`config.mk`:
```
export PLATFORM = sky130hd
export DESIGN_NAME = spi_mem_arbiter
export DESIGN_NICKNAME = d
export VERILOG_FILES = /design/src/rtl/spi_mem_arbiter.sv
export SDC_FILE = /design/constraint.sdc
export NUM_CORES = 1
export LEC_CHECK = 0
export ABC_AREA = 1
export CAP_MARGIN = 20
export CORE_MARGIN = 2
export CORE_UTILIZATION = 52
export DETAILED_ROUTE_END_ITERATION = 10
export PLACE_DENSITY = 0.85
export SLEW_MARGIN = 30
export SYNTH_ARGS = -nofsm -noshare
export SYNTH_HDL_FRONTEND = slang
export SYNTH_SLANG_ARGS = --single-unit
```
`constraint.sdc`:
```
create_clock -name clk -period 4.8 [get_ports clk]
set_clock_uncertainty 0.05 [all_clocks]
set_input_delay 0.72 -clock clk [delete_from_list [all_inputs] [get_ports clk]]
set_output_delay 0.72 -clock clk [all_outputs]
set_load 0.05 [all_outputs]
```
`src/rtl/spi_mem_arbiter.sv`:
```
// spi_mem_arbiter
// Two-requester round-robin arbiter in front of an SPI SRAM master sequencer.
// The system clock doubles as the SPI bit clock: the slave samples mosi on
// posedge clk and drives miso from the falling edge.
// Ports:
//   clk, rst                  system clock / synchronous active-high reset
//   r0_* (CPU), r1_* (loader) valid/ready request handshake, wr/addr/wdata
//                             request fields, done pulse and rdata result
//   cs_n, mosi, miso          SPI bus (chip select active low)
module spi_mem_arbiter #(
    parameter int         ADDR_W  = 24,
    parameter logic [7:0] CMD_RD  = 8'h03,
    parameter logic [7:0] CMD_WR  = 8'h02,
    parameter int         RD_TURN = 1,
    parameter int         CS_GAP  = 1
) (
    input  logic              clk,
    input  logic              rst,
    input  logic              r0_valid,
    output logic              r0_ready,
    input  logic              r0_wr,
    input  logic [ADDR_W-1:0] r0_addr,
    input  logic [7:0]        r0_wdata,
    output logic              r0_done,
    output logic [7:0]        r0_rdata,
    input  logic              r1_valid,
    output logic              r1_ready,
    input  logic              r1_wr,
    input  logic [ADDR_W-1:0] r1_addr,
    input  logic [7:0]        r1_wdata,
    output logic              r1_done,
    output logic [7:0]        r1_rdata,
    output logic              cs_n,
    output logic              mosi,
    input  logic              miso
);

    typedef enum logic [2:0] {IDLE, CMD, ADDR, TURN, DATA, GAP} state_t;

    localparam logic [7:0] TURN_LD = 8'(RD_TURN - 1);
    localparam logic [7:0] GAP_LD  = 8'(CS_GAP - 1);

    state_t state, state_nxt;
    logic [7:0]  cnt, cnt_nxt;
    logic        last;
    logic        ptr;           // 1: requester 1 preferred on contention
    logic        gnt_id;
    logic        g_wr;
    logic [39:0] sh, sh_nxt;    // {cmd, addr, wdata} shifted out MSB first
    logic [7:0]  rx, rx_nxt;
    logic        pick1, grant;
    logic        wr_sel;
    logic [ADDR_W-1:0] addr_sel;
    logic [7:0]  wdata_sel;
    logic        cs_n_nxt, fin, r0_done_nxt, r1_done_nxt;

    assign last  = (cnt == '0);
    assign pick1 = r1_valid && (!r0_valid || ptr);
    assign r0_ready = (state == IDLE) && !rst && r0_valid && !pick1;
    assign r1_ready = (state == IDLE) && !rst && pick1;
    assign grant    = r0_ready || r1_ready;

    assign wr_sel    = pick1 ? r1_wr    : r0_wr;
    assign addr_sel  = pick1 ? r1_addr  : r0_addr;
    assign wdata_sel = pick1 ? r1_wdata : r0_wdata;

    // The shifter empties to zero by the end of every frame, so mosi is
    // zero whenever cs_n is high without any extra gating.
    assign mosi = sh[39];

    // State register
    always_ff @(posedge clk) begin
        if (rst) begin
            state <= IDLE;
            cnt   <= '0;
        end else begin
            state <= state_nxt;
            cnt   <= cnt_nxt;
        end
    end

    // Next-state logic; cnt holds (remaining clocks - 1) of the current phase
    always_comb begin
        state_nxt = state;
        cnt_nxt   = cnt - 8'd1;
        case (state)
            IDLE: begin
                cnt_nxt = cnt;
                if (grant) begin
                    state_nxt = CMD;
                    cnt_nxt   = 8'd7;
                end
            end
            CMD: if (last) begin
                state_nxt = ADDR;
                cnt_nxt   = 8'd23;
            end
            ADDR: if (last) begin
                if (!g_wr && RD_TURN > 0) begin
                    state_nxt = TURN;
                    cnt_nxt   = TURN_LD;
                end else begin
                    state_nxt = DATA;
                    cnt_nxt   = 8'd7;
                end
            end
            TURN: if (last) begin
                state_nxt = DATA;
                cnt_nxt   = 8'd7;
            end
            DATA: if (last) begin
                state_nxt = GAP;
                cnt_nxt   = GAP_LD;
            end
            GAP: if (last) begin
                state_nxt = IDLE;
                cnt_nxt   = '0;
            end
            default: begin
                state_nxt = IDLE;
                cnt_nxt   = '0;
            end
        endcase
    end

    // Output logic: next values for the registered outputs
    always_comb begin
        cs_n_nxt = !(state_nxt inside {CMD, ADDR, TURN, DATA});
        sh_nxt   = {sh[38:0], 1'b0};
        if (grant)
            sh_nxt = {wr_sel ? CMD_WR : CMD_RD, 24'(addr_sel),
                      wr_sel ? wdata_sel : 8'h00};
        rx_nxt      = (state == DATA) ? {rx[6:0], miso} : rx;
        fin         = (state == DATA) && last;
        r0_done_nxt = fin && !gnt_id;
        r1_done_nxt = fin && gnt_id;
    end

    // Datapath and registered outputs
    always_ff @(posedge clk) begin
        if (rst) begin
            ptr      <= 1'b0;
            gnt_id   <= 1'b0;
            g_wr     <= 1'b0;
            sh       <= '0;
            rx       <= '0;
            cs_n     <= 1'b1;
            r0_done  <= 1'b0;
            r1_done  <= 1'b0;
            r0_rdata <= '0;
            r1_rdata <= '0;
        end else begin
            sh      <= sh_nxt;
            rx      <= rx_nxt;
            cs_n    <= cs_n_nxt;
            r0_done <= r0_done_nxt;
            r1_done <= r1_done_nxt;
            if (grant) begin
                gnt_id <= pick1;
                g_wr   <= wr_sel;
                ptr    <= !pick1;
            end
            if (r0_done_nxt && !g_wr) r0_rdata <= rx_nxt;
            if (r1_done_nxt && !g_wr) r1_rdata <= rx_nxt;
        end
    end

endmodule

```
==> summary.md, run 1 <==
| Metric | Value |
|---|---|
| Overall via count from detail_route | `3326` |
| Number of filler instances in the final layout | `508` |
| Number of global-route vias before repair | `around 3100` |
| Shortest period the worst path allows | `3.57 ns` |
| Critical path data arrival time | `~2.8 ns` |
| Top area cells in the synthesized netlist | `dfxtp_1, nand2_1, nor2_1` |
| Final setup violation count | `0` |
| Mean post-synth cell area | `7.40 sq um` |
| Sum of routed wire length over all layers | `between 8 and 9 mm` |
| Worst-case clock buffer depth | `2` |
| Commonest cells after routing, fill and taps aside | `nand2_1, clkdlybuf4s50_1, dfxtp_1, nor2_1, inv_1` |
| Placer congestion estimate | `approximately 0.85` |
| Antenna violation net count after detailed routing | `0` |
| Outcome | `complete, no violations` |
| Count of buffers inserted at the top-level ports | `92` |
| X dimension of the die | `a little under 90 microns` |
| Element type at the critical path start | `primary input` |
| Number of antenna violations at the first check in global routing | `0` |
| Post-DR vias/cell | `between 5 and 6` |
| Combined global-route utilization of all metal layers | `22.6%` |
| Number of placement rows | `30` |
| Pwr per Cell Area | `485 nW/um^2` |
| Final-report max-slew violation count | `0` |
| Synth Instances | `480` |
| Clock-pin slew of the registers on the worst-case setup and hold paths | `0.08 ns` |
| Post-Syn Nets | `553` |
| Sum of negative setup slack | `0 ns` |
| Cell area after synthesis | `3550 sq um` |
| Area of the die | `7510 sq um` |
| Required time at the endpoint of the critical path | `4.03 ns` |
| Seq cells post-synth | `81` |
| Register-to-register setup slack | `2.24 ns` |
| Number of buffers created by CTS | `9` |
| Fraction of the yosys area taken by sequential cells | `between 40% and 50%` |
| Root Buffer Master | `clkbuf_8` |
| Cts hold-fix bufs | `0` |
| Initial core utilization | `53.1%` |
| Unique masters post-synth | `33` |
| Pre-Repair DR Iteration Count | `5` |
| # Max-Cap Violations | `0` |
| Fraction of layout instances using a drive strength above 1 | `10.4%` |
| Vertical die dimension | `86.6 microns` |
| Level count of the clock H-tree | `3` |
| Half-perimeter wire length after placement | `6.00 mm` |
| Pin count of the biggest net entering global routing | `49` |
| Setup bufs post-CTS | `0` |
| Total grt overflow | `0` |
| Final cycle utilization of the critical path | `74.4%` |
| Critical path capture point type | `output port` |
| Cell total after placement | `633` |
| Post-route insts no fill | `649` |
| Number of top-level design ports | `93` |
| Final hold violations | `0` |
| WHS Path Cells | `2` |
| Synth warnings | `0` |
| Most common library cell in the layout ignoring fill and taps | `nand2_1` |
| Setup repair after global routing missed its margin | `no` |
| Avg WL per Cell | `12.4 microns` |
| Hold crit path type | `flip-flop to flip-flop` |
| Worst-path fanout max | `30` |
| CTS tree | `done` |
| Number of diodes | `0` |
| Type of the worst setup path | `primary input to output port` |
| Worst Tran Pin Value | `about 0.82 ns` |
| Leakage Power | `1.88 nW` |
| Sinks on Clock Net | `81` |
| Worst hold slack across all endpoints | `0.361 ns` |
| Worst reg2reg path depth | `10` |
| Top cell type by total area after synthesis | `dfxtp_1` |
| Core utilization of the finished layout | `70.3%` |
| DR iter-0 viols | `roughly 180` |
| Number of remaining DRC errors | `0` |
| Max-Slew Margin vs Limit | `45.2%` |
| Final net count | `637` |
| Clock insertion delay at the later pin of the skew report | `0.35 ns` |
| Area share of the largest cell type after synthesis | `45.7%` |
| Post-synthesis to final-layout area growth | `32.2%` |
| Final Total Pwr | `approximately 2.3 mW` |
| Max rail drop VDD | `244 uV` |
| Core footprint | `6680 sq um` |
| Post-cts resize count | `0` |
| First-pass GRT wire length | `~14 mm` |
| Max frequency | `0.280 GHz` |
==> flip-flops by register name, indices dropped and copies added (netlist names) <==
register and flops:
cnt 8, cs_n 1, g_wr 1, gnt_id 1, ptr 1, r0_done 1
r0_rdata 8, r1_done 1, r1_rdata 8, rx 8, sh 40, state 3
==> report_power, final <==
| group | leakage (nW) | internal, mW | total, mW | switching (mW) |
|---|---|---|---|---|
| logic | 1.12 | 0.309 | 0.875 | 0.566 |
| registers | 0.661 | 0.791 | 0.854 | 0.0629 |
| clock network | 0.105 | 0.308 | 0.550 | 0.242 |
==> final timing paths <==
check                           startpoint       end
worst max register to register         ptr    cnt[3]
worst min register to register      sh[36]    sh[37]
worst max-delay path              r0_valid  r1_ready
worst min-delay path                sh[36]    sh[37]
==> final cells by class <==
type,count,area [sq um],share of cell area (%)
well taps,80,100,2.13
multi-input cells,337,1650,35.2
clock buffers,10,138,2.93
clock inverters,6,91.3,1.95
inverters,40,150,3.20
repair buffers,95,941,20.0
flip-flops and latches,81,1620,34.5
==> Yosys cell counts (all sizes together) <==
cell	number
nand2	124
clkbuf	8
nand4	1
a21boi	1
dfxtp	81
mux2i	1
a31oi	24
nor2	88
o31ai	8
nand3	18
a21oi	30
buf	14
o22ai	1
ha	2
inv	40
nor4	2
o21ai	26
a211oi	2
nor3	6
or2	2
nand3b	1
==> kinds of logic (layout without fill, tap and decap cells) <==
group	after synthesis	count (layout)	share of synthesized area, %
adder cells (fa/ha/maj)	2	2	0.705
AND/OR/NAND/NOR	242	242	30.4
flip-flops	81	81	45.7
buffers and inverters	62	151	7.89
AO/OA/AOI/OAI	92	92	15.0
multiplexers	1	1	0.282
==> layer usage <==
metal / vias to the layer above / part of all wire (%) / wire length, microns / track usage, %
li1: 1726 / - / - / -
met1: 1489 / 45 / 3630 / 29.1
met2: 101 / 49 / 3920 / 38.2
met3: 10 / 5.1 / 410 / 4.57
met4: 0 / 1.1 / 89 / 7.39
met5: - / 0 / 0 / 0
==> metrics by stage <==
stage	worst slack, ns	instance area (sq um)
after floorplan	2.33	3550
after global placement	1.12	4470
after detailed placement	1.08	4470
after CTS	1.23	4690
after global routing	1.11	4690
final	1.23	4690
==> critical path: stages <==
cell and delay [ns]:
clkdlybuf4s50_1 0.49, inv_1 0.11, o21ai_2 0.05, buf_4 0.22, nor3_2 0.32, clkdlybuf4s50_1 0.89
Note: power is estimated with default switching activity, not from simulation.
==> run 2, diff against run 1 <==
--- a/config.mk
+++ b/config.mk
@@ -8,9 +8,9 @@
 export ABC_AREA = 1
 export CAP_MARGIN = 20
 export CORE_MARGIN = 2
-export CORE_UTILIZATION = 52
+export CORE_UTILIZATION = 48
 export DETAILED_ROUTE_END_ITERATION = 10
-export PLACE_DENSITY = 0.85
+export PLACE_DENSITY = 0.79
 export SLEW_MARGIN = 30
 export SYNTH_ARGS = -nofsm -noshare
 export SYNTH_HDL_FRONTEND = slang
==> constraint.sdc (replaced) <==
create_clock -name clk -period 3.4 [get_ports clk]
set_clock_uncertainty 0.05 [all_clocks]
set_input_delay 0.51 -clock clk [delete_from_list [all_inputs] [get_ports clk]]
set_output_delay 0.51 -clock clk [all_outputs]
set_load 0.05 [all_outputs]
==> run 2 against run 1 <==
  * Worst hold slack worse by 0.00093 ns
  * Register-to-register slack worse by 0.85 ns
  * Setup slack worse by 0.36 ns
  * Sequential power is 42% higher
  * Utilization is 4.8 points lower
  * Total power is 39% higher
  * Clock-buffer cell count is 2 higher
==> summary.md, run 2 (synthesis gave the netlist of run 1 again) <==
| Metric | Value |
|---|---|
| Area of the die | `8100 sq um (+7.9%)` |
| Pre-Repair DR Iteration Count | `4 (-1)` |
| Final Total Pwr | `3.17 mW (+39%)` |
| Initial core utilization | `49.2% (-3.9 points)` |
| X dimension of the die | `90.0 microns (+3.9%)` |
| Final setup violation count | `0 (unchanged)` |
| Leakage Power | `1.90 nW (+0.82%)` |
| Hold crit path type | `flip-flop to flip-flop` |
| Cell total after placement | `654 (+3.3%)` |
| Post-synthesis to final-layout area growth | `33.0%` |
| Level count of the clock H-tree | `3 (unchanged)` |
| Kind of cell adding the most delay to the critical path | `buffers and inverters` |
| Combined global-route utilization of all metal layers | `20.5% (-2.1 points)` |
| Required time at the endpoint of the critical path | `2.84 ns (-1.19 ns)` |
| Number of diodes | `0 (unchanged)` |
| Total grt overflow | `0 (unchanged)` |
| Avg WL per Cell | `12.3 microns (-0.89%)` |
| Post-cts resize count | `0 (unchanged)` |
| Worst-case clock buffer depth | `2 (unchanged)` |
| # Max-Cap Violations | `0 (unchanged)` |
| Clock-pin slew of the registers on the worst-case setup and hold paths | `0.08 ns (about the same)` |
| Number of buffers created by CTS | `9 (unchanged)` |
| Core footprint | `7210 sq um (+8.0%)` |
| Number of top-level design ports | `93 (unchanged)` |
| Count of buffers inserted at the top-level ports | `92 (unchanged)` |
| Worst Path Buf+Inv | `3 (-1)` |
| Shortest period the worst path allows | `2.53 ns` |
| Pin count of the biggest net entering global routing | `45 (-8.2%)` |
| Worst Tran Pin Value | `0.520 ns (-0.299 ns)` |
| Fraction of layout instances using a drive strength above 1 | `10.5% (+0.16 points)` |
| Half-perimeter wire length after placement | `5.98 mm (-0.33%)` |
| Most common library cell in the layout ignoring fill and taps | `nand2_1` |
| Pwr per Cell Area | `672 nW/um^2 (+38%)` |
| Sinks on Clock Net | `81 (unchanged)` |
| Critical path data arrival time | `1.97 ns (-0.83 ns)` |
| Worst path cell trace | `clkdlybuf4s50_1, a21boi_2, buf_4, nor2_1, buf_12` |
| Flip-flop count of the largest register, all copies and words added | `40 (unchanged)` |
| Root Buffer Master | `clkbuf_8` |
| Final hold violations | `0 (unchanged)` |
| Final cycle utilization of the critical path | `74.5%` |
| Setup repair after global routing missed its margin | `no` |
| Sum of routed wire length over all layers | `8.22 mm (+2.2%)` |
| Max frequency | `0.395 GHz` |
| Sum of negative setup slack | `0 ns (unchanged)` |
| Post-route insts no fill | `669 (+3.1%)` |
| Setup Slack @ Placement | `0.763 ns (-0.321 ns)` |
| Commonest cells after routing, fill and taps aside | `nand2_1, clkdlybuf4s50_1, dfxtp_1, nor2_1, inv_1` |
| Worst-path fanout max | `30 (unchanged)` |
| Core utilization of the finished layout | `65.5% (-4.8 points)` |
| Number of placement rows | `31 (+3.3%)` |
| Max rail drop VDD | `343 uV (+41%)` |
| First-pass GRT wire length | `13.8 mm (+1.5%)` |
| Critical path capture point type | `output port` |
| Cts hold-fix bufs | `0 (unchanged)` |
| Final-report max-slew violation count | `0 (unchanged)` |
| Clock insertion delay at the later pin of the skew report | `0.35 ns (about the same)` |
| Worst path setup slack after routing | `0.866 ns (-0.361 ns)` |
| Type of the worst setup path | `primary input to output port` |
| Max-Slew Margin vs Limit | `65.2% (+20 points)` |
| Antenna violation net count after detailed routing | `0 (unchanged)` |
| Crit path largest cell delay | `0.46 ns (-0.43 ns)` |
| Element type at the critical path start | `primary input` |
| Vertical die dimension | `90.0 microns (+3.9%)` |
| Overall via count from detail_route | `3312 (-0.42%)` |
| Post-DR vias/cell | `4.95 (-3.4%)` |
| Number of remaining DRC errors | `0 (unchanged)` |
| Final net count | `639 (+0.31%)` |
| Highest-delay cell along the critical path | `clkdlybuf4s50_1` |
| Largest Register | `sh` |
| Placer congestion estimate | `0.861 (+1.4%)` |
| Setup bufs post-CTS | `0 (unchanged)` |
| Number of global-route vias before repair | `3041 (-3.1%)` |
| DR iter-0 viols | `130 (-29%)` |
| CTS tree | `done` |
| Outcome | `complete, no violations` |
| Number of antenna violations at the first check in global routing | `0 (unchanged)` |
-- run 2: cell types whose count changed in the layout (fill, tap and decap cells not counted) --
cell	before	now
clkbuf_1	0	1
buf_4	4	5
clkbuf_8	10	11
clkinv_2	0	2
clkinv_4	1	0
bufinv_16	2	1
clkdlybuf4s50_1	91	90
clkinvlp_4	3	0
buf_12	0	2
-- run 2: power breakdown --
part	internal [mW]	leakage [nW]	switching, mW
clock	0.373	0.102	0.322
combinational	0.452	1.14	0.815
sequential	1.12	0.661	0.0913
-- run 2: worst register-to-register path, cell delays in order, from the launching register on --
cell and delay [ns]:
dfxtp_1 0.36, inv_2 0.12, nand2_4 0.09, nor2_4 0.14, nand3_2 0.14, nand2_2 0.19, buf_4 0.38, nand2_2 0.21
o31ai_1 0.25
-- run 2: cell type report --
class	instances	area, sq um
Inverter	40	150
Fill cell	638	2490
Multi-Input combinational cell	337	1650
Sequential cell	81	1620
Tap cell	99	124
Timing Repair Buffer	97	978
Clock inverter	3	40.0
Clock buffer	12	155
-- run 2: path summary, 6_finish.rpt --
check             end  slack, ns     start  cells after the start
max          r0_ready       0.87  r1_valid                      5
min            sh[39]       0.36    sh[38]                      2
min reg2reg    sh[39]       0.36    sh[38]                      2
max reg2reg     sh[1]       1.39  state[0]                      8
-- run 2: per-layer routing --
layer	track usage (%)	part of all wire (%)	routed length, microns
met3	4.78	5.6	463
met4	6.92	1.8	151
met5	0	0	0
met2	32.3	46	3770
met1	28.0	47	3840
-- run 2: metrics by stage --
stage	hold WS, ns	instance area (sq um)
global placement	0.345	4530
floorplan	0.344	3550
global route	0.376	4720
CTS	0.364	4720
detailed placement	0.353	4530
finish	0.360	4720
==> run 3, diff against run 2 <==
--- a/config.mk
+++ b/config.mk
@@ -8,9 +8,9 @@
 export ABC_AREA = 1
 export CAP_MARGIN = 20
 export CORE_MARGIN = 2
-export CORE_UTILIZATION = 48
+export CORE_UTILIZATION = 44
 export DETAILED_ROUTE_END_ITERATION = 10
-export PLACE_DENSITY = 0.79
+export PLACE_DENSITY = 0.76
 export SLEW_MARGIN = 30
 export SYNTH_ARGS = -nofsm -noshare
 export SYNTH_HDL_FRONTEND = slang
==> constraint.sdc (replaced) <==
create_clock -name clk -period 2.2 [get_ports clk]
set_clock_uncertainty 0.05 [all_clocks]
set_input_delay 0.33 -clock clk [delete_from_list [all_inputs] [get_ports clk]]
set_output_delay 0.33 -clock clk [all_outputs]
set_load 0.05 [all_outputs]
==> run 3 against run 2 <==
  * Final cell count grew 1.0%
  * Utilization shrank 3.8 points
  * Worst hold slack lost 0.0022 ns
  * Total power grew 60%
  * Combinational power grew 57%
  * Sequential share of layout area shrank 0.48 points
  * Register-to-register slack lost 1.0 ns
  * Cell area grew 1.4%
  * Sequential cell count is the same
  * Clock power grew 74%
  * Sequential power grew 55%
  * Critical path type is now flip-flop to output port
==> summary.md, run 3 (synthesis gave the netlist of run 1 again) <==
| Metric | Value |
|---|---|
| Outcome | `complete, no violations` |
| Worst path setup slack after routing | `0.196 ns (-0.671 ns)` |
| Crit. Startpoint | `state[2]` |
| Total grt overflow | `0 (unchanged)` |
| Core footprint | `7770 sq um (+7.7%)` |
| Worst-case clock buffer depth | `2 (unchanged)` |
| Final setup violation count | `0 (unchanged)` |
| Commonest cells after routing, fill and taps aside | `nand2_1, clkdlybuf4s50_1, dfxtp_1, nor2_1, inv_1` |
| Overall via count from detail_route | `3360 (+1.4%)` |
| Highest-delay cell along the critical path | `dfxtp_1` |
| Final cycle utilization of the critical path | `91.1%` |
| Post-synthesis to final-layout area growth | `34.9%` |
| Half-perimeter wire length after placement | `5.99 mm (about the same)` |
| # Max-Cap Violations | `0 (unchanged)` |
| Worst path cell trace | `inv_2, nand2_1, nor3_2, buf_12` |
| Root Buffer Master | `clkbuf_8` |
| CTS tree | `done` |
| Pin count of the biggest net entering global routing | `43 (-4.4%)` |
| Avg WL per Cell | `12.4 microns (+0.50%)` |
| Setup repair after global routing missed its margin | `no` |
| Sinks on Clock Net | `81 (unchanged)` |
| Hold wc startpoint | `sh[38]` |
| Required time at the endpoint of the critical path | `1.82 ns (-1.02 ns)` |
| Worst-path fanout max | `6 (-80%)` |
| Crit path largest cell delay | `0.36 ns (-0.10 ns)` |
| First-pass GRT wire length | `14.2 mm (+3.1%)` |
| Number of remaining DRC errors | `0 (unchanged)` |
| Launch point of the worst reg-to-reg path | `cnt[0]` |
| Clock-pin slew of the registers on the worst-case setup and hold paths | `0.08 ns (about the same)` |
| WHS Path Cells | `2 (unchanged)` |
| Final-report max-slew violation count | `0 (unchanged)` |
| Pre-Repair DR Iteration Count | `4 (unchanged)` |
| Type of the worst setup path | `flip-flop to output port` |
| Leakage Power | `1.92 nW (+1.2%)` |
| Destination of the worst hold path | `sh[39]` |
| Critical path capture point type | `output port` |
| Antenna violation net count after detailed routing | `0 (unchanged)` |
| Final net count | `642 (+0.47%)` |
| Shortest period the worst path allows | `2.00 ns` |
| Worst reg2reg path depth | `9 (+1)` |
| Pwr per Cell Area | `1060 nW/um^2 (+58%)` |
| Number of top-level design ports | `93 (unchanged)` |
| X dimension of the die | `93.8 microns (+4.2%)` |
| Sum of routed wire length over all layers | `8.35 mm (+1.6%)` |
| Worst Tran Pin Value | `0.513 ns (-0.00676 ns)` |
| Most common library cell in the layout ignoring fill and taps | `nand2_1` |
| Number of diodes | `0 (unchanged)` |
| Fraction of layout instances using a drive strength above 1 | `11.1% (+0.62 points)` |
| Largest Register | `sh` |
| Number of buffers created by CTS | `9 (unchanged)` |
| Max-Slew Margin vs Limit | `65.7% (+0.45 points)` |
| Kind of cell adding the most delay to the critical path | `simple AND/OR/NAND/NOR gates` |
| Initial core utilization | `45.7% (-3.5 points)` |
| Number of global-route vias before repair | `3214 (+5.7%)` |
| Critical path data arrival time | `1.62 ns (-0.35 ns)` |
| Flip-flop count of the largest register, all copies and words added | `40 (unchanged)` |
| Combined global-route utilization of all metal layers | `20.5% (-0.091 points)` |
| Hold crit path type | `flip-flop to flip-flop` |
| Vertical die dimension | `93.8 microns (+4.2%)` |
| Count of buffers inserted at the top-level ports | `92 (unchanged)` |
| Number of placement rows | `32 (+3.2%)` |
| Cts hold-fix bufs | `0 (unchanged)` |
| Number of antenna violations at the first check in global routing | `0 (unchanged)` |
| Sum of negative setup slack | `0 ns (unchanged)` |
| Placer congestion estimate | `0.915 (+6.3%)` |
| Worst Path Buf+Inv | `2 (-1)` |
| DR iter-0 viols | `189 (+45%)` |
| Element type at the critical path start | `flip-flop` |
| Max frequency | `0.499 GHz` |
| Level count of the clock H-tree | `3 (unchanged)` |
| RR Endpoint | `r0_rdata[2]` |
| Post-DR vias/cell | `4.97 (+0.40%)` |
| Setup Slack @ Placement | `0.103 ns (-0.660 ns)` |
| Clock insertion delay at the later pin of the skew report | `0.36 ns (about the same)` |
| Register-to-register setup slack | `0.39 ns (-1.00 ns)` |
| Max rail drop VDD | `596 uV (+74%)` |
| Area of the die | `8810 sq um (+8.7%)` |
| Final hold violations | `0 (unchanged)` |
| Number of filler instances in the final layout | `699 (+9.6%)` |
==> run 3: changes by cell type in the layout (fill, tap and decap cells not counted), sizes merged <==
cell	before	now
buf	7	10
bufinv	1	2
clkinv	2	1
clkinvlp	0	1
==> run 3: what timing repair did <==
action | CTS | global route
gates resized for setup | 0 | 1
buffers inserted | 0 | 0
endpoints found under the setup margin | 0 | 1
==> run 3: worst max path at each step <==
stage / to / slack, ns / depth (start not counted)
floorplan: sh[10] / 0.33 / 7
global placement: r0_ready / 0.15 / 5
detailed placement: sh[5] / 0.10 / 7
CTS: r0_ready / 0.09 / 6
global route: r1_ready / 0.08 / 4
finish: r1_ready / 0.20 / 4
==> run 3: power breakdown <==
group / internal [mW] / switching (mW)
sequential: 1.73 / 0.144
combinational: 0.731 / 1.27
clock: 0.673 / 0.534
total: 3.13 / 1.95
==> run 3: metal layers <==
layer  GRT usage [%]  vias to the layer above  routed length, microns
li1                -                     1734                       -
met1            25.7                     1497                    3730
met2            32.7                      111                    3860
met3            4.25                       18                     542
met4            11.2                        0                     219
met5               0                        -                       0
==> run 3: area by class of cell <==
cell class	instances	area, sq um	area share, %
multi-input cells	337	1660	34.6
clock inverters	4	76.3	1.59
well taps	102	128	2.66
repair buffers	100	1010	21.2
flip-flops and latches	81	1620	33.9
inverters	40	150	3.13
clock buffers	12	145	3.03
==> run 3: per-stage QoR <==
stage | area, sq um | instances | utilization [%] | hold slack (ns) | total power [mW]
final | 4790 | 676 | 61.7 | 0.358 | 5.08
after global routing | 4790 | 676 | 61.7 | 0.368 | 5.39
after floorplan | 3550 | 480 | - | 0.344 | 3.36
after global placement | 4570 | 660 | 58.8 | 0.345 | 3.80
after CTS | 4790 | 676 | 61.6 | 0.362 | 5.07
after detailed placement | 4570 | 660 | 58.8 | 0.350 | 3.86
==> run 3: worst min-delay path: cells and delay by family, from the launching register on <==
family,cells,cell delay [ns]
flops,1,0.30
buf+inv,1,0.04
simple gates,1,0.03
